### config.mk
export PLATFORM = sky130hd
export DESIGN_NAME = audio_dac_tx
export DESIGN_NICKNAME = d
export VERILOG_FILES = /design/src/rtl/audio_pkg.sv /design/src/rtl/audio_bclk_gen.sv /design/src/rtl/audio_dac_tx.sv
export SDC_FILE = /design/constraint.sdc
export NUM_CORES = 1
export LEC_CHECK = 0
export CORE_MARGIN = 3
export CORE_UTILIZATION = 30
export DETAILED_ROUTE_END_ITERATION = 10
export GPL_TIMING_DRIVEN = 0
export PLACE_DENSITY = 0.46
export SETUP_SLACK_MARGIN = 0.05
export SYNTH_ARGS = -nofsm -noshare
export SYNTH_HDL_FRONTEND = slang
export SYNTH_SLANG_ARGS = --single-unit
### constraint.sdc
create_clock -name clk -period 2.88 [get_ports clk]
set_input_delay 0.864 -clock clk [delete_from_list [all_inputs] [get_ports clk]]
set_output_delay 0.864 -clock clk [all_outputs]
set_load 0.005 [all_outputs]
### src/rtl/audio_pkg.sv
// Shared audio constants and types, used by both the DAC transmitter and the ADC receiver.
package audio_pkg;

    localparam int AUDIO_SAMPLE_WIDTH = 24;
    localparam int AUDIO_FRAME_BITS   = 64;
    localparam int AUDIO_SLOT_BITS    = 32;

    typedef logic signed [AUDIO_SAMPLE_WIDTH-1:0] audio_sample_t;

    // True when a frame bit position falls inside the inclusive window [lo, hi].
    function automatic logic in_window(input int unsigned pos, input int unsigned lo,
                                       input int unsigned hi);
        return (pos >= lo) && (pos <= hi);
    endfunction

endpackage

### src/rtl/audio_bclk_gen.sv
// Bit clock generator: divides clk by 2*BCLK_DIV and flags the cycle on which BCLK falls.
module audio_bclk_gen #(
    parameter int BCLK_DIV = 8
) (
    input  logic clk,
    input  logic rst_n,
    output logic aud_bclk,
    output logic bclk_fall
);

    localparam int CNT_W = (BCLK_DIV > 1) ? $clog2(BCLK_DIV) : 1;
    localparam logic [CNT_W-1:0] DIV_LAST = CNT_W'(BCLK_DIV - 1);

    logic [CNT_W-1:0] div_cnt_reg;
    logic             bclk_reg;
    logic             terminal;

    assign terminal = (div_cnt_reg == DIV_LAST);

    always_ff @(posedge clk) begin
        if (!rst_n) begin
            div_cnt_reg <= '0;
            bclk_reg    <= 1'b0;
        end else if (terminal) begin
            div_cnt_reg <= '0;
            bclk_reg    <= ~bclk_reg;
        end else begin
            div_cnt_reg <= div_cnt_reg + 1'b1;
        end
    end

    // Combinational so that data updates land on the same edge that drops BCLK.
    assign bclk_fall = terminal && bclk_reg;
    assign aud_bclk  = bclk_reg;

endmodule

### src/rtl/audio_dac_tx.sv
// Master-mode I2S transmitter for 24-bit stereo pairs with a one-entry holding register.
// Optional underrun counter port enabled by defining AUDIO_TX_UNDERRUN_CNT_EN.
module audio_dac_tx
    import audio_pkg::*;
#(
    parameter int SAMPLE_WIDTH = AUDIO_SAMPLE_WIDTH,
    parameter int BCLK_DIV     = 8
) (
    input  logic                    clk,
    input  logic                    rst_n,
    input  logic [SAMPLE_WIDTH-1:0] sample_left,
    input  logic [SAMPLE_WIDTH-1:0] sample_right,
    input  logic                    sample_valid,
    output logic                    sample_ready,
    output logic                    aud_bclk,
    output logic                    aud_daclrck,
    output logic                    aud_dacdat
`ifdef AUDIO_TX_UNDERRUN_CNT_EN
    ,
    output logic [15:0]             underrun_count
`endif
);

    localparam int CNT_W = $clog2(AUDIO_FRAME_BITS);
    localparam logic [CNT_W-1:0] LAST_BIT = CNT_W'(AUDIO_FRAME_BITS - 1);
    localparam int unsigned LEFT_LO  = 1;
    localparam int unsigned LEFT_HI  = SAMPLE_WIDTH;
    localparam int unsigned RIGHT_LO = AUDIO_SLOT_BITS + 1;
    localparam int unsigned RIGHT_HI = AUDIO_SLOT_BITS + SAMPLE_WIDTH;

    logic                    bclk_fall;
    logic [CNT_W-1:0]        bit_cnt_reg;
    logic [CNT_W-1:0]        bit_cnt_next;
    logic [SAMPLE_WIDTH-1:0] hold_left_reg, hold_right_reg;
    logic [SAMPLE_WIDTH-1:0] left_sr_reg, right_sr_reg;
    logic                    hold_full_reg;
    logic                    lrck_reg, dat_reg;
    logic                    accept, frame_load, left_bit, right_bit;

    audio_bclk_gen #(.BCLK_DIV(BCLK_DIV)) u_bclk_gen (
        .clk       (clk),
        .rst_n     (rst_n),
        .aud_bclk  (aud_bclk),
        .bclk_fall (bclk_fall)
    );

    assign accept       = sample_valid && !hold_full_reg;
    assign frame_load   = bclk_fall && (bit_cnt_reg == LAST_BIT);
    assign bit_cnt_next = bit_cnt_reg + 1'b1;
    assign left_bit     = in_window(32'(bit_cnt_next), LEFT_LO, LEFT_HI);
    assign right_bit    = in_window(32'(bit_cnt_next), RIGHT_LO, RIGHT_HI);

    always_ff @(posedge clk) begin
        if (!rst_n) begin
            bit_cnt_reg    <= '0;
            hold_left_reg  <= '0;
            hold_right_reg <= '0;
            left_sr_reg    <= '0;
            right_sr_reg   <= '0;
            hold_full_reg  <= 1'b0;
            lrck_reg       <= 1'b0;
            dat_reg        <= 1'b0;
        end else begin
            if (bclk_fall) begin
                bit_cnt_reg <= bit_cnt_next;
                lrck_reg    <= bit_cnt_next[CNT_W-1];
                if (frame_load) begin
                    dat_reg <= 1'b0;
                    // An empty holding register here is an underrun: play a mute frame.
                    if (hold_full_reg) begin
                        left_sr_reg   <= hold_left_reg;
                        right_sr_reg  <= hold_right_reg;
                        hold_full_reg <= 1'b0;
                    end else begin
                        left_sr_reg  <= '0;
                        right_sr_reg <= '0;
                    end
                end else if (left_bit) begin
                    dat_reg     <= left_sr_reg[SAMPLE_WIDTH-1];
                    left_sr_reg <= left_sr_reg << 1;
                end else if (right_bit) begin
                    dat_reg      <= right_sr_reg[SAMPLE_WIDTH-1];
                    right_sr_reg <= right_sr_reg << 1;
                end else begin
                    dat_reg <= 1'b0;
                end
            end
            // Accept only happens while empty, so it never collides with a draining load.
            if (accept) begin
                hold_left_reg  <= sample_left;
                hold_right_reg <= sample_right;
                hold_full_reg  <= 1'b1;
            end
        end
    end

`ifdef AUDIO_TX_UNDERRUN_CNT_EN
    logic [15:0] underrun_cnt_reg;

    always_ff @(posedge clk) begin
        if (!rst_n) begin
            underrun_cnt_reg <= '0;
        end else if (frame_load && !hold_full_reg && (underrun_cnt_reg != 16'hFFFF)) begin
            underrun_cnt_reg <= underrun_cnt_reg + 16'd1;
        end
    end

    assign underrun_count = underrun_cnt_reg;
`endif

    assign sample_ready = !hold_full_reg;
    assign aud_daclrck  = lrck_reg;
    assign aud_dacdat   = dat_reg;

endmodule

# Word level (Yosys, flattened, before mapping)
# Cells that the tools add are included.
[word_totals]
register_bits = 109
output_inout_bits = 4
in_bits = 51
[classes]
addsub = 2
n_mux = 13
bitwise = 2
n_eq_ne = 3
n_lt_le_gt_ge = 4
n_reduce_logical = 14
[ops]
columns = ["cell", "count"]
rows = [
  ["24-bit 2-to-1 mux", 7],
  ["2-bit nonzero test", 4],
  ["6-bit by 1-bit adder with 6-bit output (second input constant)", 1],
  ["6-bit == test (second input constant)", 1],
  ["6-bit by 1-bit >= comparator with 1-bit output (second input constant)", 1],
  ["6-bit >= comparator (second input constant)", 1],
  ["6-bit by 5-bit <= comparator with 1-bit output (second input constant)", 1],
  ["6-bit <= comparator (second input constant)", 1],
  ["1-bit 2-to-1 mux", 6],
  ["1-bit logical AND", 5],
  ["2-bit AND reduction", 2],
  ["3-bit by 1-bit adder with 3-bit output (second input constant)", 1],
  ["3-bit == test (second input constant)", 1],
  ["3-bit AND reduction", 1],
  ["2-bit inequality test (second input constant)", 1],
  ["1-bit NOT", 2],
  ["2-bit OR reduction", 1],
  ["1-bit zero test", 1],
]

# Longest topological paths before layout
# Gate-level depths: netlist (run 1).
[depth]
word_depth = 6
mapped_depth = 9
mapped_depth_nobuf = 7

# By module
# A second synthesis (run 1) with hierarchy kept.
[unflattened]
hier_cells = 535
hier_area_um2 = 4561.9
[by_module_without_submodules]
columns = ["module", "area_per_inst_um2", "instances", "cells_per_inst"]
rows = [
  ["audio_dac_tx", 4406.7, 1, 523],
  ["audio_bclk_gen", 155.1, 1, 12],
]

# Least setup slack after synthesis (run 1)
# OpenSTA, ideal clock, no wires.
[synth_timing]
path_type = "register -> register"
from = "register u_bclk_gen.div_cnt_reg[0]"
to = "register right_sr_reg[4]"
setup_ns = 0.112
stages_incl_launch_ff = 9
arrival_time_ns = 1.960
path_slack_ns = 0.808
path_cell_list = "dfxtp_1 -> ha_1 -> ha_1 -> nand2_2 -> nor3_4 -> clkbuf_1 -> nor2_1 -> a21boi_0 -> a2111oi_1"
[synth_via]
elab_chain_cells = 5
elab_cells_between_ends = 7
classes_between = "eq/ne: 2; mux: 1; reduce/logical: 4"
[synth_lines]
columns = ["item", "line", "text"]
rows = [
  ["start, declared", "audio_bclk_gen.sv:14", "logic [CNT_W-1:0] div_cnt_reg;"],
  ["start signal, assigned", "audio_bclk_gen.sv:28", "div_cnt_reg <= div_cnt_reg + 1'b1;"],
  ["3-bit == test (*)", "audio_bclk_gen.sv:18", "assign terminal = (div_cnt_reg == DIV_LAST);"],
  ["1-bit logical AND (*)", "audio_bclk_gen.sv:33", "assign bclk_fall = terminal && bclk_reg;"],
  ["1-bit logical AND", "audio_dac_tx.sv:48", "assign frame_load = bclk_fall && (bit_cnt_reg == LAST_BIT);"],
  ["2-bit inequality test (no line) / 2-bit nonzero test (equally long branches)", "n/a", ""],
  ["3-bit AND reduction (no line)", "n/a", ""],
  ["end signal, assigned", "audio_dac_tx.sv:72", "right_sr_reg <= hold_right_reg;"],
  ["end signal, assigned", "audio_dac_tx.sv:83", "right_sr_reg <= right_sr_reg << 1;"],
  ["end, declared", "audio_dac_tx.sv:35", "logic [SAMPLE_WIDTH-1:0] left_sr_reg, right_sr_reg;"],
]
# Mark *: on every way between the ends. The rest lies on a longest branch, timed or not.
# A chain may end at the register's enable or synchronous reset.

# Worst setup path after layout (run 1)
[layout_timing]
from = "register bit_cnt_reg[1]"
to = "register left_sr_reg[21]"
[layout_via]
elab_chain_cells = 5
elab_cells_between_ends = 9
classes_between = "add/sub: 1; order compare: 2; eq/ne: 1; mux: 1; reduce/logical: 4"
[layout_lines]
columns = ["item", "line", "text"]
rows = [
  ["start, declared", "audio_dac_tx.sv:32", "logic [CNT_W-1:0] bit_cnt_reg;"],
  ["start signal, assigned", "audio_dac_tx.sv:65", "bit_cnt_reg <= bit_cnt_next;"],
  ["6-bit by 1-bit adder with 6-bit output", "audio_dac_tx.sv:49", "assign bit_cnt_next = bit_cnt_reg + 1'b1;"],
  ["6-bit by 1-bit >= comparator with 1-bit output / 6-bit by 5-bit <= comparator with 1-bit output (equally long branches)", "audio_pkg.sv:13", "return (pos >= lo) && (pos <= hi);"],
  ["1-bit logical AND", "audio_pkg.sv:13", ""],
  ["2-bit nonzero test (no line)", "n/a", ""],
  ["2-bit AND reduction (no line)", "n/a", ""],
  ["end signal, assigned", "audio_dac_tx.sv:71", "left_sr_reg <= hold_left_reg;"],
  ["end signal, assigned", "audio_dac_tx.sv:80", "left_sr_reg <= left_sr_reg << 1;"],
  ["end, declared", "audio_dac_tx.sv:35", ""],
]
# Several ways; a longest one is shown, not always the timed one.

==> results of run 1 <==
==> timing repair <==
action | CTS | global route
setup endpoints to repair | 0 | 9
gates resized for setup | 0 | 4
buffers inserted | 0 | 0
==> report_power, final <==
group / internal [mW] / switching, mW
sequential: 1.54 / 0.0235
combinational: 0.104 / 0.133
clock: 0.608 / 0.581
==> through the flow <==
| stage | setup slack (ns) | instance area (µm²) | hold WS [ns] | TNS (ns) |
|---|---|---|---|---|
| floorplan | 0.808 | 5040 | 0.404 | 0 |
| global placement | -0.172 | 5850 | 0.414 | -1.61 |
| detailed placement | -0.142 | 5850 | 0.417 | -1.19 |
| CTS | 0.218 | 6130 | 0.435 | 0 |
| global route | 0.0936 | 6140 | 0.459 | 0 |
| finish | 0.305 | 6140 | 0.436 | 0 |
==> per-layer routing <==
layer / share of wire, % / GRT usage, % / vias to the layer above
met5: 0 / 0 / -
met4: 1.8 / 5.43 / 0
met3: 2.7 / 2.23 / 14
li1: - / - / 2184
met2: 47 / 24.1 / 54
met1: 48 / 19.8 / 1984
==> cell type report <==
type	instances	area, µm²	share of cell area, %
multi-input combinational	411	2580	42.1
timing repair buffer	54	541	8.81
tap	216	270	4.40
clock buffer	10	239	3.89
sequential	108	2160	35.2
buffer	55	288	4.69
inverter	4	15.0	0.245
clock inverter	6	40.0	0.653
==> path summary, 6_finish.rpt <==
| kind | end | slack, ns | cells past startpoint |
|---|---|---|---|
| worst min register to register | u_bclk_gen.div_cnt_reg[0] | 0.44 | 1 |
| worst min-delay path | u_bclk_gen.div_cnt_reg[0] | 0.44 | 1 |
| worst max-delay path | left_sr_reg[21] | 0.30 | 7 |
| worst max register to register | left_sr_reg[21] | 0.30 | 7 |
==> Yosys cell counts (all sizes together) <==
cell type	instances	area, µm²
a211o	1	8.76
nand3	7	47.6
nand4	4	25.0
a2111oi	43	623
nor2b	2	12.5
a211oi	5	62.6
nand2	111	419
o41ai	1	8.76
o211ai	2	15.0
and3	5	31.3
and2	3	23.8
o21ai	4	20.0
and3b	1	8.76
nor4	1	21.3
nor3b	3	22.5
nor3	7	46.3
or4	1	7.51
buf	20	150
a21oi	98	490
or3	3	23.8
xnor2	4	35.0
a21boi	42	315
dfxtp	108	2160
ha	5	62.6
clkbuf	35	135
nor2	51	191
xor2	2	17.5
nand3b	1	7.51
inv	4	15.0
o221a	1	11.3
o21a	3	22.5
==> cell families after synthesis <==
kind of cell	Yosys count
buffers and inverters	59
adder cells (fa/ha/maj)	5
AND/OR/NAND/NOR	200
AO/OA/AOI/OAI	200
flip-flops	108
XOR/XNOR	6
==> results.txt, run 1 <==
worst vdd ir -> 0.000266 V
Num CTS Buffers -> 9
Lkg Pwr -> 2.08 nW
clock slew at reported path FFs -> 0.08 ns
critical path fanouts, max -> 10
post-synthesis share of cell area spent on xor and xnor gates -> 1.04%
Initial DRC Count -> 196
Synth Area in Compound Gates -> 31.3%
Core ar. -> 0.0162 mm²
CP startpoint kind -> register
largest net degree at the start of global routing -> 18
area grow syn2layout -> 21.7%
Net count, final -> 699
CTS tree -> yes
total number of vias -> 4236
Worst Path Required -> 3.13 ns
Ports -> 55
PortBufs -> 54
WP buf/inv -> 1
CP Cell Sequence -> ha_1 > a21boi_0 > o221a_2 > o21ai_1 > buf_2 > a21boi_0 > a2111oi_2
CP peak stage delay -> 0.52 ns
RSZ-0062 raised after global routing -> no
Die X -> 136 µm
root buffer cell -> clkbuf_16
fmax -> 388 MHz
CTS H-tree depth -> 3
synthesized flop and latch total -> 108
slew margin rel. -> 50.7%
Max Cap Viol -> 0
Synth Instances -> 578
DP HPWL -> 9.31 mm
Mapped Area -> 0.00504 mm²
Hold WC Path Type -> reg -> reg
largest family of logic cells by synthesized area -> compound AO/OA/AOI/OAI gates
antenna violations before repair -> 0
post-route DRC violation count -> 0
WL per Instance -> 15.1 µm
Slowest cell on crit path -> dfxtp_1
Inst Count DP -> 848
routability cong. -> 0.749
final slew viol count -> 0
Worst EP arrival -> 2.83 ns
Total Power -> 2.99 mW
fin util -> 37.9%
most common cell after layout, fill and taps aside -> nand2_1
critical path startpoint -> bit_cnt_reg[1]
clock latency on the worst-skew pair -> 0.35 ns
adder-cell area share of the yosys netlist -> 1.24%
critical path's most frequent cell -> a21boi_0
Final min period -> 2.58 ns
mux share of post-synthesis cell area -> 0%
mean post-synth cell area -> 8.73 µm²
Die H -> 136 µm
Via density -> 4.90
Synthesized Nets -> 634
WL final -> 13.1 mm
Layout Skew -> 0.00759 ns
antenna fix cells -> 0
simple-gate share of the synthesized area -> 17.6%
Netlist cell types -> 45
most frequent cells in the layout -> 110 x nand2_1, 108 x dfxtp_1, 98 x a21oi_1, 54 x clkdlybuf4s50_1, 51 x nor2_1
Crit Reg-Reg Startpoint -> bit_cnt_reg[1]
Final Hold Fails -> 0
gr usage total -> 14.8%
Slew @ Worst Pin -> 0.740 ns
First-pass DRT Iterations -> 4
Initial Util -> 31.2%
Cell Rows -> 46
Clock Sinks -> 108
Non-Filler Instances -> 864
Routed Antenna Nets -> 0
synth warn -> 0
ratio of total power to cell area -> 487 mW/mm²
first-pass GRT wire length -> 21.9 mm
hold buffers post-CTS -> 0
status -> finished clean
die area -> 0.0184 mm²
fin crit share -> 89.4%
Setup-failing EPs final -> 0
share of layout cells above drive strength 1 -> 13.0%
Max Buffers Root-to-Sink -> 2
worst hold start -> u_bclk_gen.div_cnt_reg[0]
Setup crit end kind -> register
WS Path Type -> reg -> reg
number of global-route vias before repair -> 4220
Fillers -> 1650
Seq/Total Area, Yosys -> 42.9%
global route total overflow -> 0
Largest delay share family, worst path -> compound AO/OA/AOI/OAI gates
Note: power is estimated with default switching activity, not from simulation.
==> run 2, diff against run 1 <==
Settings changed: CORE_UTILIZATION 30 to 40, DONT_BUFFER_PORTS set to 1, PLACE_DENSITY 0.46 to 0.52.
==> run 2 against run 1 <==
Net effect:
- clock skew fell by 0.0032 ns
- clock power rose by 24%
- critical path depth did not move
- sequential power barely moved
- count of clock-buffer cells in the layout rose by 1
- cell area fell by 8.5%
- combinational power fell by 31%
- critical endpoint is now left_sr_reg[7]
- highest routed layer unchanged
==> results.txt, run 2 (synthesized netlist as in run 1, its figures left out) <==
status -> finished clean
post-route DRC violation count -> 0
Cell Rows -> 40
Routed Antenna Nets -> 0
Setup WS pre-CTS -> 0.279 ns
Inst Count DP -> 746
slew margin rel. -> 49.0%
Worst Hold Margin -> 0.433 ns
clock latency on the worst-skew pair -> 0.35 ns
number of global-route vias before repair -> 3930
Worst EP arrival -> 2.81 ns
antenna fix cells -> 0
largest net degree at the start of global routing -> 18
Initial Util -> 41.5%
Setup WS post-layout -> 0.313 ns
Die X -> 118 µm
Final Hold Fails -> 0
WL met3 -> 539 µm
WS Path Type -> reg -> reg
share of layout cells above drive strength 1 -> 14.1%
Non-Filler Instances -> 762
Final min period -> 2.57 ns
gr usage total -> 17.7%
root buffer cell -> clkbuf_16
WL per Instance -> 15.9 µm
DP HPWL -> 8.59 mm
Via density -> 5.27
Final Instance Area -> 0.00562 mm²
Setup-failing EPs final -> 0
first-pass GRT wire length -> 20.2 mm
antenna violations before repair -> 0
Net count, final -> 645
area grow syn2layout -> 11.3%
clock slew at reported path FFs -> 0.07 ns
post-placement cell area -> 0.00525 mm²
RSZ-0062 raised after global routing -> yes
CTS tree -> yes
Max Buffers Root-to-Sink -> 2
setup TNS -> 0 ns
final slew viol count -> 0
met2 wire len -> 5.69 mm
Slew @ Worst Pin -> 0.764 ns
Layout Skew -> 0.00442 ns
Reg area -> 0.00216 mm²
PortBufs -> 0
CTS H-tree depth -> 3
Max Cap Viol -> 0
total number of vias -> 4018
most frequent cells in the layout -> 110 x nand2_1, 108 x dfxtp_1, 98 x a21oi_1, 51 x nor2_1, 39 x a2111oi_2
First-pass DRT Iterations -> 4
Fillers -> 1282
Lkg Pwr -> 1.92 nW
Worst Path Required -> 3.12 ns
fin crit share -> 89.1%
worst vdd ir -> 0.000296 V
Hold WC Path Type -> reg -> reg
routed length on met1 -> 5.71 mm
die area -> 0.0140 mm²
post-CTS setup buffers -> 0
routability cong. -> 0.763
Initial DRC Count -> 234
CP startpoint kind -> register
Clock Sinks -> 108
Ports -> 55
most common cell after layout, fill and taps aside -> nand2_1
critical path fanouts, max -> 10
ratio of total power to cell area -> 569 mW/mm²
Die H -> 118 µm
Core ar. -> 0.0122 mm²
Num CTS Buffers -> 9
Setup crit end kind -> register
global route total overflow -> 0
WL final -> 12.1 mm
multi-input logic area -> 0.00258 mm²
Top Metal Used -> met4
fmax -> 389 MHz
[run 2: cell types whose count changed in the layout (fill, tap and decap cells not counted)]
cell / delta
clkdlybuf4s50_1: -54
bufinv_16: +3
clkinvlp_4: -3
clkinv_2: -2
clkbuf_8: +1
inv_6: +1
[run 2: report_power, final]
group          leakage, nW  internal [mW]  total, mW  switching, mW
logic                0.869         0.0438      0.163          0.119
clock network        0.172          0.901       1.47          0.571
registers            0.878           1.54       1.56         0.0231
[run 2: what timing repair did]
| item | 4_1_cts | 5_1_grt |
|---|---|---|
| endpoints found under the setup margin | 0 | 7 |
| hold buffers | 0 | 0 |
| gates resized for setup | 0 | 4 |
[run 2: critical path: stages (launching register included)]
cell	delay (ns)
dfxtp_1	0.51
ha_1	0.32
a21boi_0	0.12
o221a_2	0.29
o21ai_1	0.45
buf_2	0.31
a21boi_0	0.14
a2111oi_2	0.30
[run 2: layer usage]
metal / track usage (%) / up-vias
met5: 0 / -
met4: 3.81 / 0
met3: 5.07 / 10
met2: 28.9 / 70
met1: 23.3 / 1867
li1: - / 2071
[run 2: path summary, 6_finish.rpt]
check / startpoint / end / slack [ns] / cells past startpoint
worst max-delay path: bit_cnt_reg[1] / left_sr_reg[7] / 0.31 / 7
worst min-delay path: u_bclk_gen.div_cnt_reg[0] / u_bclk_gen.div_cnt_reg[0] / 0.43 / 1
worst max register to register: bit_cnt_reg[1] / left_sr_reg[7] / 0.31 / 7
worst min register to register: u_bclk_gen.div_cnt_reg[0] / u_bclk_gen.div_cnt_reg[0] / 0.43 / 1
[run 2: metrics by stage]
| step | util, % | total power [mW] |
|---|---|---|
| 3_5_place_dp | 43.2 | 1.76 |
| 3_3_place_gp | 43.2 | 1.76 |
| 6_report | 46.2 | 3.20 |
| 5_1_grt | 46.2 | 3.32 |
| 4_1_cts | 46.2 | 3.24 |
| 2_1_floorplan | - | 1.71 |
[run 2: area by class of cell]
class	instances	area share, %
multi-input cells	411	46.0
clock inverters	5	1.89
plain buffers	55	5.12
flip-flops and latches	108	38.5
clock buffers	11	4.50
inverters	4	0.267
well taps	168	3.74
==> run 3, diff against run 2 <==
Settings changed: ABC_CLOCK_PERIOD_IN_PS set to 2880, CORE_UTILIZATION 40 to 50, PLACE_DENSITY 0.52 to 0.63.
==> run 3 against run 2 <==
Net effect:
- register-to-register slack is essentially flat
- highest routed layer unchanged
- setup slack gained 0.0018 ns
- sequential share of layout area grew 1.3 points
- power shrank 14%
- final cell count shrank 4.6%
- routed wire length shrank 5.7%
- critical path type unchanged
- hold slack lost 0.0031 ns
- die area shrank 19%
- count of clock-buffer cells in the layout is the same
==> results.txt, run 3 (synthesized netlist as in run 1, its figures left out) <==
status -> finished clean
fmax -> 390 MHz
post-route DRC violation count -> 0
clock latency on the worst-skew pair -> 0.38 ns
Layout Skew -> 0.00627 ns
post-CTS setup buffers -> 0
Max Cap Viol -> 0
fin util -> 55.5%
root buffer cell -> clkbuf_8
Setup-failing EPs final -> 0
CP Cell Sequence -> ha_1 > ha_1 > nand2_2 > nor3_4 > clkbuf_1 > nor2_1 > a21boi_0 > a2111oi_1
Worst EP arrival -> 2.84 ns
clock slew at reported path FFs -> 0.10 ns
Clock Sinks -> 108
Ports -> 55
RSZ-0062 raised after global routing -> no
slew margin rel. -> 50.6%
ratio of total power to cell area -> 505 mW/mm²
die area -> 0.0113 mm²
first-pass GRT wire length -> 19.5 mm
WL per Instance -> 15.7 µm
worst vdd ir -> 0.000388 V
Setup crit end kind -> register
Final Instance Area -> 0.00543 mm²
total number of vias -> 4073
critical path fanouts, max -> 10
Num CTS Buffers -> 9
Max Buffers Root-to-Sink -> 2
Die X -> 106 µm
Cell Rows -> 36
global route total overflow -> 0
WS Path Type -> reg -> reg
gr usage total -> 21.6%
WL final -> 11.4 mm
Final Hold Fails -> 0
fin crit share -> 89.1%
Final min period -> 2.57 ns
number of global-route vias before repair -> 4002
Lkg Pwr -> 1.85 nW
critical path's most frequent cell -> ha_1
CTS tree -> yes
antenna violations before repair -> 0
PortBufs -> 0
most frequent cells in the layout -> 110 x nand2_1, 108 x dfxtp_1, 98 x a21oi_1, 51 x nor2_1, 39 x a2111oi_2
CP startpoint kind -> register
First-pass DRT Iterations -> 4
area grow syn2layout -> 7.59%
post-placement cell area -> 0.00521 mm²
hold buffers post-CTS -> 0
Core ar. -> 0.00977 mm²
share of layout cells above drive strength 1 -> 13.6%
antenna fix cells -> 0
Net count, final -> 645
Initial Util -> 51.6%
setup TNS -> 0 ns
CP peak stage delay -> 0.43 ns
routability cong. -> 0.805
final slew viol count -> 0
Via density -> 5.60
largest net degree at the start of global routing -> 17
Initial DRC Count -> 126
Slowest cell on crit path -> clkbuf_1
Routed Antenna Nets -> 0
Slew @ Worst Pin -> 0.742 ns
DP HPWL -> 8.12 mm
Die H -> 106 µm
cts repair resizes -> 0
Worst Path Required -> 3.15 ns
Hold WC Path Type -> reg -> reg
most common cell after layout, fill and taps aside -> nand2_1
CTS H-tree depth -> 3
run 3: cell type report:
class / instances / area (µm²)
Tap cell: 133 / 166
Multi-Input combinational cell: 411 / 2580
Fill cell: 953 / 4350
Clock buffer: 11 / 141
Buffer: 55 / 285
Sequential cell: 108 / 2160
Inverter: 4 / 15.0
Clock inverter: 5 / 75.1
run 3: power breakdown:
part	internal, mW	switching (mW)
Combinational	0.0438	0.119
Clock	0.510	0.508
Sequential	1.54	0.0234
run 3: path summary, 6_finish.rpt:
kind,from,to,slack (ns),depth (start not counted)
hold reg to reg,u_bclk_gen.div_cnt_reg[0],u_bclk_gen.div_cnt_reg[0],0.43,1
setup / recovery,u_bclk_gen.div_cnt_reg[0],right_sr_reg[3],0.31,8
hold / removal,u_bclk_gen.div_cnt_reg[0],u_bclk_gen.div_cnt_reg[0],0.43,1
setup reg to reg,u_bclk_gen.div_cnt_reg[0],right_sr_reg[3],0.31,8
run 3: worst max-delay path: cells and delay by family, from the launching register on:
kind,cells,cell delay (ns)
fa+ha+maj,2,0.42
flops,1,0.34
compound gates,2,0.49
buf+inv,1,0.43
simple gates,3,0.76
run 3: through the flow:
stage	hold slack (ns)	setup slack, ns	cells	total power, mW
global route	0.463	0.0860	727	2.86
floorplan	0.404	0.808	578	1.71
global placement	0.414	0.370	711	1.76
CTS	0.435	0.287	727	2.78
finish	0.430	0.314	727	2.74
detailed placement	0.421	0.313	711	1.76
run 3: per-layer routing:
metal / vias to the layer above / wire [µm] / GRT usage (%)
li1: 2061 / - / -
met1: 1947 / 5180 / 26.8
met2: 53 / 5590 / 36.5
met3: 12 / 440 / 5.59
met4: 0 / 178 / 7.03
met5: - / 0 / 0
